[src/rtl/vga_timing_gen.sv]
// rtl/vga_timing_gen.sv - 640x480@60 raster timing generator
//
// Purpose: free-running pixel/line counters with registered blank, active-low
//          hs/vs, line/frame strobes and an 8-bit frame counter.
// Ports:   vga_clk     pixel clock
//          reset       asynchronous active-high reset
//          DrawX/DrawY current column/line (10 bit)
//          blank       1 = visible pixel
//          hs/vs       active-low syncs
//          line_start  pulse when DrawX == 0
//          frame_start pulse when DrawX == 0 && DrawY == 0
//          frame_cnt   frames started since reset (wraps)
// Option:  VGA_SYNC_DELAY_EN - hs/vs delayed by SYNC_DELAY extra stages.
module vga_timing_gen #(
   parameter int H_VISIBLE  = 640,
   parameter int H_FRONT    = 16,
   parameter int H_SYNC     = 96,
   parameter int H_BACK     = 48,
   parameter int V_VISIBLE  = 480,
   parameter int V_FRONT    = 10,
   parameter int V_SYNC     = 2,
   parameter int V_BACK     = 33,
   parameter int SYNC_DELAY = 2
) (
   input  logic       vga_clk,
   input  logic       reset,
   output logic [9:0] DrawX,
   output logic [9:0] DrawY,
   output logic       blank,
   output logic       hs,
   output logic       vs,
   output logic       line_start,
   output logic       frame_start,
   output logic [7:0] frame_cnt
);

   localparam int H_TOTAL = H_VISIBLE + H_FRONT + H_SYNC + H_BACK;
   localparam int V_TOTAL = V_VISIBLE + V_FRONT + V_SYNC + V_BACK;

   localparam logic [9:0] H_LAST   = 10'(H_TOTAL - 1);
   localparam logic [9:0] V_LAST   = 10'(V_TOTAL - 1);
   localparam logic [9:0] H_VIS    = 10'(H_VISIBLE);
   localparam logic [9:0] V_VIS    = 10'(V_VISIBLE);
   localparam logic [9:0] HS_START = 10'(H_VISIBLE + H_FRONT);
   localparam logic [9:0] HS_END   = 10'(H_VISIBLE + H_FRONT + H_SYNC);
   localparam logic [9:0] VS_START = 10'(V_VISIBLE + V_FRONT);
   localparam logic [9:0] VS_END   = 10'(V_VISIBLE + V_FRONT + V_SYNC);

   if (H_TOTAL > 1024 || V_TOTAL > 1024 || SYNC_DELAY < 1) begin : g_bad_params
      $error("vga_timing_gen: totals must be <= 1024 and SYNC_DELAY >= 1");
   end

   logic [9:0] next_x, next_y;
   logic       hs_raw, vs_raw;

   // Flags are derived from the next counter values so every registered
   // output describes the same pixel as DrawX/DrawY.
   always_comb begin
      next_x = DrawX;
      next_y = DrawY;
      if (DrawX == H_LAST) begin
         next_x = '0;
         next_y = (DrawY == V_LAST) ? 10'd0 : DrawY + 10'd1;
      end else begin
         next_x = DrawX + 10'd1;
      end
   end

   // Reset parks the counters on the last pixel so the first edge lands on (0,0).
   always_ff @(posedge vga_clk or posedge reset) begin
      if (reset) begin
         DrawX       <= H_LAST;
         DrawY       <= V_LAST;
         blank       <= 1'b0;
         hs_raw      <= 1'b1;
         vs_raw      <= 1'b1;
         line_start  <= 1'b0;
         frame_start <= 1'b0;
         frame_cnt   <= 8'hFF;
      end else begin
         DrawX       <= next_x;
         DrawY       <= next_y;
         blank       <= (next_x < H_VIS) && (next_y < V_VIS);
         hs_raw      <= !((next_x >= HS_START) && (next_x < HS_END));
         // next_y only moves on the horizontal wrap, so vs is line-granular
         vs_raw      <= !((next_y >= VS_START) && (next_y < VS_END));
         line_start  <= (next_x == 10'd0);
         frame_start <= (next_x == 10'd0) && (next_y == 10'd0);
         if ((next_x == 10'd0) && (next_y == 10'd0))
            frame_cnt <= frame_cnt + 8'd1;
      end
   end

`ifdef VGA_SYNC_DELAY_EN
   // Extra stages keep sync aligned with renderers that register ROM data and RGB.
   logic [SYNC_DELAY-1:0] hs_pipe, vs_pipe;

   always_ff @(posedge vga_clk or posedge reset) begin
      if (reset) begin
         hs_pipe <= '1;
         vs_pipe <= '1;
      end else begin
         hs_pipe[0] <= hs_raw;
         vs_pipe[0] <= vs_raw;
         for (int i = 1; i < SYNC_DELAY; i++) begin
            hs_pipe[i] <= hs_pipe[i-1];
            vs_pipe[i] <= vs_pipe[i-1];
         end
      end
   end

   assign hs = hs_pipe[SYNC_DELAY-1];
   assign vs = vs_pipe[SYNC_DELAY-1];
`else
   assign hs = hs_raw;
   assign vs = vs_raw;
`endif

endmodule

[config.mk]
export PLATFORM = sky130hd
export DESIGN_NAME = vga_timing_gen
export DESIGN_NICKNAME = d
export VERILOG_FILES = /design/src/rtl/vga_timing_gen.sv
export SDC_FILE = /design/constraint.sdc
export NUM_CORES = 1
export LEC_CHECK = 0
export ABC_AREA = 1
export CORE_AREA = 5 5 78 80
export DETAILED_ROUTE_END_ITERATION = 16
export DIE_AREA = 0 0 83 85
export GPL_ROUTABILITY_DRIVEN = 0
export PLACE_DENSITY_LB_ADDON = 0.2
export RECOVER_POWER = 25
export SYNTH_ARGS = -nofsm -noshare
export SYNTH_HDL_FRONTEND = slang
export SYNTH_SLANG_ARGS = --single-unit
[constraint.sdc]
create_clock -name vga_clk -period 2.8 [get_ports vga_clk]
set_clock_uncertainty 0.2 [all_clocks]
set_input_delay 0.56 -clock vga_clk [delete_from_list [all_inputs] [get_ports vga_clk]]
set_output_delay 0.56 -clock vga_clk [all_outputs]
set_load 0.05 [all_outputs]
# After elaboration in Yosys (flattened, before gate mapping)
# Index checks and enable logic that the tools add are counted.
word_totals:
  regBits: 33
  in_bits: 2
  output_inout_bits: 33
  word_cells: 30
op_classes:
  add_sub_neg: 3
  magnitude_cmp: 6
  n_eq_ne: 2
  n_mux: 3
  n_reduce_logical: 8
ops:
  columns: ["op", "count"]
  rows:
  - ["$mux W10", 3]
  - ["$add A10 B1 Y10 const B", 2]
  - ["$eq A10 B10 Y1 const B", 2]
  - ["$logic_not A10 Y1", 2]
  - ["$lt A10 B10 Y1 const B", 2]
  - ["$lt A10 B9 Y1 const B", 2]
  - ["$ge A10 B10 Y1 const B", 1]
  - ["$ge A10 B9 Y1 const B", 1]
  - ["$add A8 B1 Y8 const B", 1]
  - ["$logic_and A1 B1 Y1", 4]
  - ["$logic_not A1 Y1", 2]

# Longest topological paths before layout
# Gate-level depths: netlist of the first run.
logic_depth:
  ltp_word: 6
  depth_mapped: 16
  depth_no_buf: 15

# Least setup slack after synthesis of the first run
# OpenSTA, ideal clock, no wires.
synth_timing:
  path_kind: "flip-flop to flip-flop"
  startpoint: "reg DrawX[0]"
  endpoint: "reg frame_cnt[3]"
  setup_ps: 76
  arrival_ps: 2129
  required_ps: 2524
  slack_ps: 395
  path_stages_with_launch: 14
  n_path_buf: 1
  period_less_slack_ps: 2405
  cell_sequence: "dfstp_2 -> ha_1 -> nand2_4 -> nor2_8 -> nand3_2 -> inv_2 -> nand3_1 -> nand2_1 -> nand2_1 -> nor2_2 -> buf_4 -> nand3_2 -> nand2_1 -> nand2_1"
synth_via:
  elab_chain_cells: 4
  elab_cells_between_ends: 7
  cone_classes: "add/sub (1); eq/ne (1); mux (2); reduce/logical (3)"
synth_rtl:
  columns: ["item", "line", "text"]
  rows:
  - ["start, declared", "27", "output logic [9:0] DrawX,"]
  - ["start signal, assigned", "81", "DrawX <= next_x;"]
  - ["$add A10 B1 Y10 / $eq A10 B10 Y1 (equally long branches)", "65, 61", null]
  - ["$mux W10", "61", "if (DrawX == H_LAST) begin"]
  - ["$logic_not A10 Y1", "89", "if ((next_x == 10'd0) && (next_y == 10'd0))"]
  - ["$logic_and A1 B1 Y1 *", "89", null]
  - ["end signal, assigned", "90", "frame_cnt <= frame_cnt + 8'd1;"]
  - ["end, declared", "34", "output logic [7:0] frame_cnt"]
# Mark *: on every way between the ends. The rest lies on a longest branch, timed or not.
# A chain may end at the register's enable or synchronous reset.

# Final worst setup path of the first run
layout_timing:
  startpoint: "reg DrawX[0]"
  endpoint: "reg frame_cnt[2]"
# Same word-level chain as after synthesis.

==> impl_results.md, run 1 <==
- Drc violations: 0
- Most frequent cells in the layout: nand2_1, inv_1, clkdlybuf4s50_1
- Met3 GRT Util: between 3 and 4%
- Clock Power Share: between 40% and 50%
- CTS Buffer Depth: 2
- Core Rows: 27
- Post-Syn Area: between 2000 and 2500 um^2
- H-tree Lvls: 2
- DR iter-0 viols: 98
- Synth cell types: 26
- Startpoint types: flop
- Internal power: 701.8 uW
- Yosys warns: 0
- Sequential Power Share: 54.2%
- Synthesized netlist cell count: about 280
- Clk slew on worst S/H paths: 0.07 ns
- Slew Viols, Final: 0
- Total power: slightly below 900 uW
- I/O pin total: 35
- Hold wc startpoint: frame_cnt[1]
- Leak: around 1.4 nW
- Die width: approximately 83 um
- Crit path arrival time: between 2 and 3 ns
- Crit. End Element: flop
- CTS buffer count: 5
- Total of max-cap violations: 0
- Fillers: about 550
- Largest net degree at the start of global routing: 34
- Vias in the first global route: roughly 1900
- Core area: roughly 5300 um^2
- Critical Path Start: DrawX[0]
- Port bufs: 34
- Switching Fraction: between 20 and 25%
- M2 GR Usage: roughly a quarter
- Met1 Usage GRT: roughly 18%
- Crit path time final: roughly 2.5 ns
- Max-slew headroom: around 44%
- Hold/Removal Path Class: flop to flop
- Routed Antenna Nets: 0
- Period utilization: between 90% and 100%
- Outcome: finished, final reports clean
- Total GRT Usage: between 10% and 20%
- Vias/cell: approximately 4.8
- Maximum clock rate: ~400 MHz
- Final setup fails: 0
- Die ar.: 7055 um^2
- # hold bufs at CTS: 0
- Gr ovfl total: 0
- Pwr Density: between 300 and 400 nW/um^2
- Drt first pass iters: 4
- Avg Synthesized Cell Area: approximately 7.2 um^2
- Layout area overhead: 25.88%
- Root Driver: clkbuf_8
- Hold Fails Final Rpt: 0
- Net Count, Synth: 290
- Maximum vdd drop: approximately 170 uV
- Clock sinks: 33
- WP data required: around 2.8 ns
- Initial core utilization: about two fifths
- N_diodes: 0
- Most common cell after layout, fill and taps aside: nand2_1
- GR peak layer: met2
- Worst r2r path cells: 14
- CTS tree: done
- Via count: 1893
- Share of layout cells above drive strength 1: 15.03%
- Post-Route WL: between 4 and 5 mm
- R2R Path Start: DrawX[0]
- RSZ-0062 raised after global routing: no
- Seq/Total Area, Yosys: between 40% and 50%
- Least-Margin Pin Slew: roughly 0.83 ns
- Logic gate share of total power: 1.2%
- Sw Pwr: between 150 and 200 uW
- FF+latch count, synth: 33
- Worst-path maximum fanout: 12
- FF/Latch Area: around 850 um^2
- Multi-input gate area: roughly 990 um^2
- Drt wl/cell: 12.17 um
- First-pass GRT wire length: 8.418 mm
- DPL Wire Length: around 3.7 mm
- Hold WS: between 0.2 and 0.3 ns
- Worst-Skew Late Latency: between 0.2 and 0.3 ns
- Kind of critical path: flop to flop
- DIE HEIGHT: between 80 and 90 um
- Nets: 331
- TNS Setup: 0 ns
- Initial antenna violation count: 0
- Hold depth: 2
layer usage:
layer,vias up,part of all wire (%)
met5,-,0
met4,0,0.78
met3,6,4.2
met2,35,48
met1,886,47
li1,966,-
cell families after synthesis:
kind of cell | count (synthesis) | share of synthesized area [%]
flops | 33 | 41.51
xor+xnor | 5 | 2.137
compound gates | 4 | 1.282
fa+ha+maj | 4 | 2.442
simple gates | 184 | 42.19
buf+inv | 54 | 10.44
cell type report:
| class | instances | area share (%) |
|---|---|---|
| tap | 72 | 3.492 |
| clock buffer | 7 | 3.734 |
| clock inverter | 1 | 0.1940 |
| timing repair buffer | 36 | 13.68 |
| inverter | 52 | 7.565 |
| sequential | 33 | 32.98 |
| multi-input combinational | 197 | 38.36 |
worst max-delay path, stage by stage, from the launching register on:
cell and delay (ns):
dfstp_2 0.56, ha_1 0.22, nand2_4 0.09, nor2_8 0.15, nand3_2 0.16, inv_2 0.12, nand2_1 0.06, nand2_1 0.09
nand2_1 0.07, inv_1 0.05, nand2_1 0.09, nor2_4 0.25, nand3_2 0.20, nand2_1 0.10, nand2_1 0.06
cell usage after synthesis:
library cell  count  area [um^2]
buf_4             1        7.510
buf_6             1        11.26
dfrtp_1          13        325.3
dfstp_2          20        525.5
ha_1              4        50.05
inv_1            50        187.7
inv_2             2        7.510
nand2_1          90        337.8
nand2_2           3        18.77
nand2_4           1        11.26
nand3_1          25        125.1
nand3_2           4        40.04
nand3_4           1        17.52
nand4_1          15        93.84
nor2_1           32        120.1
nor2_2            4        25.02
nor2_4            2        22.52
nor2_8            1        20.02
nor3_1            4        20.02
o2111ai_1         1        8.760
o21ai_0           2        10.01
o21bai_1          1        7.510
or2_1             1        6.260
or2_2             1        6.260
xnor2_1           1        8.760
xor2_1            4        35.03
flip-flops by register name, summed over array words and instances (netlist names):
register / count
frame_cnt: 8
DrawX: 10
hs: 1
vs: 1
DrawY: 10
frame_start: 1
line_start: 1
blank: 1
power by group through the flow:
| stage | Sequential [mW] | Combinational (mW) | Clock [mW] |
|---|---|---|---|
| after floorplan | 0.486 | 0.00679 | 0 |
| after global placement | 0.486 | 0.0121 | 0 |
| after detailed placement | 0.486 | 0.0124 | 0 |
| after CTS | 0.478 | 0.0124 | 0.411 |
| after global routing | 0.478 | 0.0135 | 0.424 |
| final | 0.478 | 0.0108 | 0.394 |
final timing paths:
check / endpoint / slack, ns
setup / recovery: frame_cnt[2] / 0.25
hold / removal: frame_cnt[1] / 0.28
setup reg to reg: frame_cnt[2] / 0.25
hold reg to reg: frame_cnt[1] / 0.28
max in group asynchronous: DrawY[8] / 1.11
min in group asynchronous: line_start / 0.76
stage by stage:
stage / cell area (um^2) / instances / util, % / setup WS, ns
final: 2580 / 398 / 48.34 / 0.2537
after CTS: 2577 / 398 / 48.29 / 0.1942
after global placement: 2476 / 390 / 46.39 / 0.2792
after global routing: 2580 / 398 / 48.34 / 0.03809
after detailed placement: 2476 / 390 / 46.39 / 0.2067
after floorplan: 2049 / 284 / - / 0.3952
what timing repair did:
action,in CTS,in global routing
gates resized for setup,0,1
hold endpoints to repair,0,0
setup endpoints to repair,0,5
setup buffers,0,0
No activity file was read; power rests on OpenSTA's default activity.
==> inputs of run 2 (changes only) <==
CAP_MARGIN = 10   (was default)
clock period = 3.1 ns   (was 2.8 ns; I/O delays follow)
==> impl_results.md, run 2 (same netlist as run 1, synthesis figures left out) <==
- Critical-path cell list: ha_1, nand2_4, nor2_8, nand3_2, inv_2, nand2_1, nand2_1, nand2_1, nor2_2, nand3_2, nand2_1, nand2_1
- DPL Wire Length: approximately 3.7 mm
- Nets: 330
- Max-slew headroom: -12.16%
- Failing checks: max-capacitance violations, max-slew violations
- WP data required: between 3 and 4 ns
- Reg-to-Reg End: frame_cnt[5]
- DIE HEIGHT: around 85 um
- Total of max-cap violations: 1
- Vias/cell: between 4 and 5
- Biggest regs: DrawX x10, DrawY x10, frame_cnt x8
- Fillers: between 500 and 600
- Leak: approximately 1.4 nW
- Drc violations: 0
- Post-layout util: 48.36%
- Die width: 83 um
- Clock sinks: 33
- CTS Buffer Depth: 2
- Share of layout cells above drive strength 1: roughly 14%
- Clk slew on worst S/H paths: ~0.070 ns
- Multi-input gate area: roughly 980 um^2
- Maximum vdd drop: roughly 220 uV
- I/O pin total: 35
- Worst path bufs/invs: 1
- Gr ovfl total: 0
- RSZ-0062 raised after global routing: no
- Post-CTS repair timing setup buffer count: 0
- Most common cell after layout, fill and taps aside: nand2_1
- Period utilization: between 80% and 90%
- FF/Latch Area: 850.8 um^2
- Critical path's most frequent cell: nand2_1
- R2R Path Start: DrawX[0]
- TNS Setup: 0 ns
- Routed Antenna Nets: 0
- Hold depth: 2
- Post-Route WL: 4.804 mm
- Startpoint types: flop
- Worst-Skew Late Latency: 0.28 ns
- H-tree Lvls: 2
- Via count: approximately 1900
- Most frequent cells in the layout: nand2_1, inv_1, clkdlybuf4s50_1
- R2R setup slack: slightly below 0.4 ns
- Pwr Density: roughly 330 nW/um^2
- Vias in the first global route: between 1500 and 2000
- Hold wc startpoint: frame_cnt[7]
- Crit path arrival time: 2.71 ns
- Hold Path Sink: frame_cnt[7]
- Hold/Removal Path Class: flop to flop
- Core area: roughly 5300 um^2
- Kind of critical path: flop to flop
- Initial antenna violation count: 0
- N_diodes: 0
- Worst r2r path cells: 12
- Root Driver: clkbuf_8
- Total GRT Usage: approximately 15%
- Cell with the largest stage delay on the worst path: dfstp_1
- Initial core utilization: a little under two fifths
- Worst path top cell family by delay: simple AND/OR/NAND/NOR gates
- First-pass GRT wire length: 8.493 mm
- Slew Viols, Final: 34
- CTS tree: done
- Layout area overhead: 25.95%
- Final setup fails: 0
- Worst-path maximum fanout: 12
- Port bufs: 34
- CTS buffer count: 5
- # resized after CTS: 0
- Least-Margin Pin Slew: around 1.7 ns
- Largest net degree at the start of global routing: 34
- Die ar.: 7055 um^2
- Maximum clock rate: around 370 MHz
- Outcome: finished, violations left
- Slowest Stage Delay on Critical Path: ~0.58 ns
- Drt wl/cell: 12.10 um
- DR iter-0 viols: 63
- Crit path depth: 12
- Drt first pass iters: 4
- # hold bufs at CTS: 0
- Core Rows: 27
- Crit. End Element: flop
- Hold Fails Final Rpt: 0
- Crit path time final: ~2.7 ns
==> run 2: worst max-delay path by stage <==
stage | from | endpoint | slack [ns]
after floorplan | DrawX[0] | frame_cnt[3] | 0.70
after global placement | DrawX[0] | frame_cnt[6] | 0.50
after detailed placement | DrawX[0] | frame_cnt[1] | 0.46
after CTS | DrawX[0] | frame_cnt[5] | 0.44
after global routing | DrawX[0] | frame_cnt[7] | 0.1
final | DrawX[0] | frame_cnt[5] | 0.40
==> run 2: through the flow <==
stage	setup slack, ns	instances	hold slack (ns)	power [mW]	area, um^2
global placement	0.5028	389	0.2748	0.4500	2469
floorplan	0.6952	284	0.3848	0.4450	2049
finish	0.3959	397	0.2936	0.8558	2581
detailed placement	0.4601	389	0.2859	0.4499	2469
CTS	0.4419	397	0.2932	0.8697	2585
global route	0.09529	397	0.3202	0.8943	2581
==> run 2: layout make-up <==
class	count	area share, %
Clock buffer	7	3.345
Clock inverter	1	1.163
Multi-Input combinational cell	197	38.15
Inverter	52	7.562
Tap cell	72	3.490
Timing Repair Buffer	35	13.33
Sequential cell	33	32.96
==> run 2: where the power goes <==
part	leakage, nW	internal (mW)	switching, mW
Clock	0.0585	0.262	0.153
Sequential	0.377	0.432	0
Combinational	0.916	0.00115	0.00794
==> run 2: per-layer routing <==
| layer | track usage [%] | share of wire (%) | vias to the layer above |
|---|---|---|---|
| met2 | 24.34 | 47 | 38 |
| met1 | 18.57 | 48 | 869 |
| met4 | 4.012 | 0.75 | 0 |
| met5 | 0 | 0 | - |
| met3 | 3.689 | 4.5 | 2 |
| li1 | - | - | 957 |
==> run 2: worst reg2reg max path: cells and delay by family (launching register included) <==
family | cells | cell delay [ns]
fa+ha+maj | 1 | 0.23
simple gates | 10 | 1.47
flops | 1 | 0.58
buf+inv | 1 | 0.14
==> inputs of run 3 (changes only) <==
==> constraint.sdc (replaced) <==
create_clock -name vga_clk -period 3.1 [get_ports vga_clk]
set_clock_uncertainty 0.2 [all_clocks]
set_input_delay 0.465 -clock vga_clk [delete_from_list [all_inputs] [get_ports vga_clk]]
set_output_delay 0.465 -clock vga_clk [all_outputs]
set_load 0.05 [all_outputs]
==> results of run 3 <==
Same layout as run 2 (identical final DEF). Status: finished, violations left: max-capacitance violations, max-slew violations.
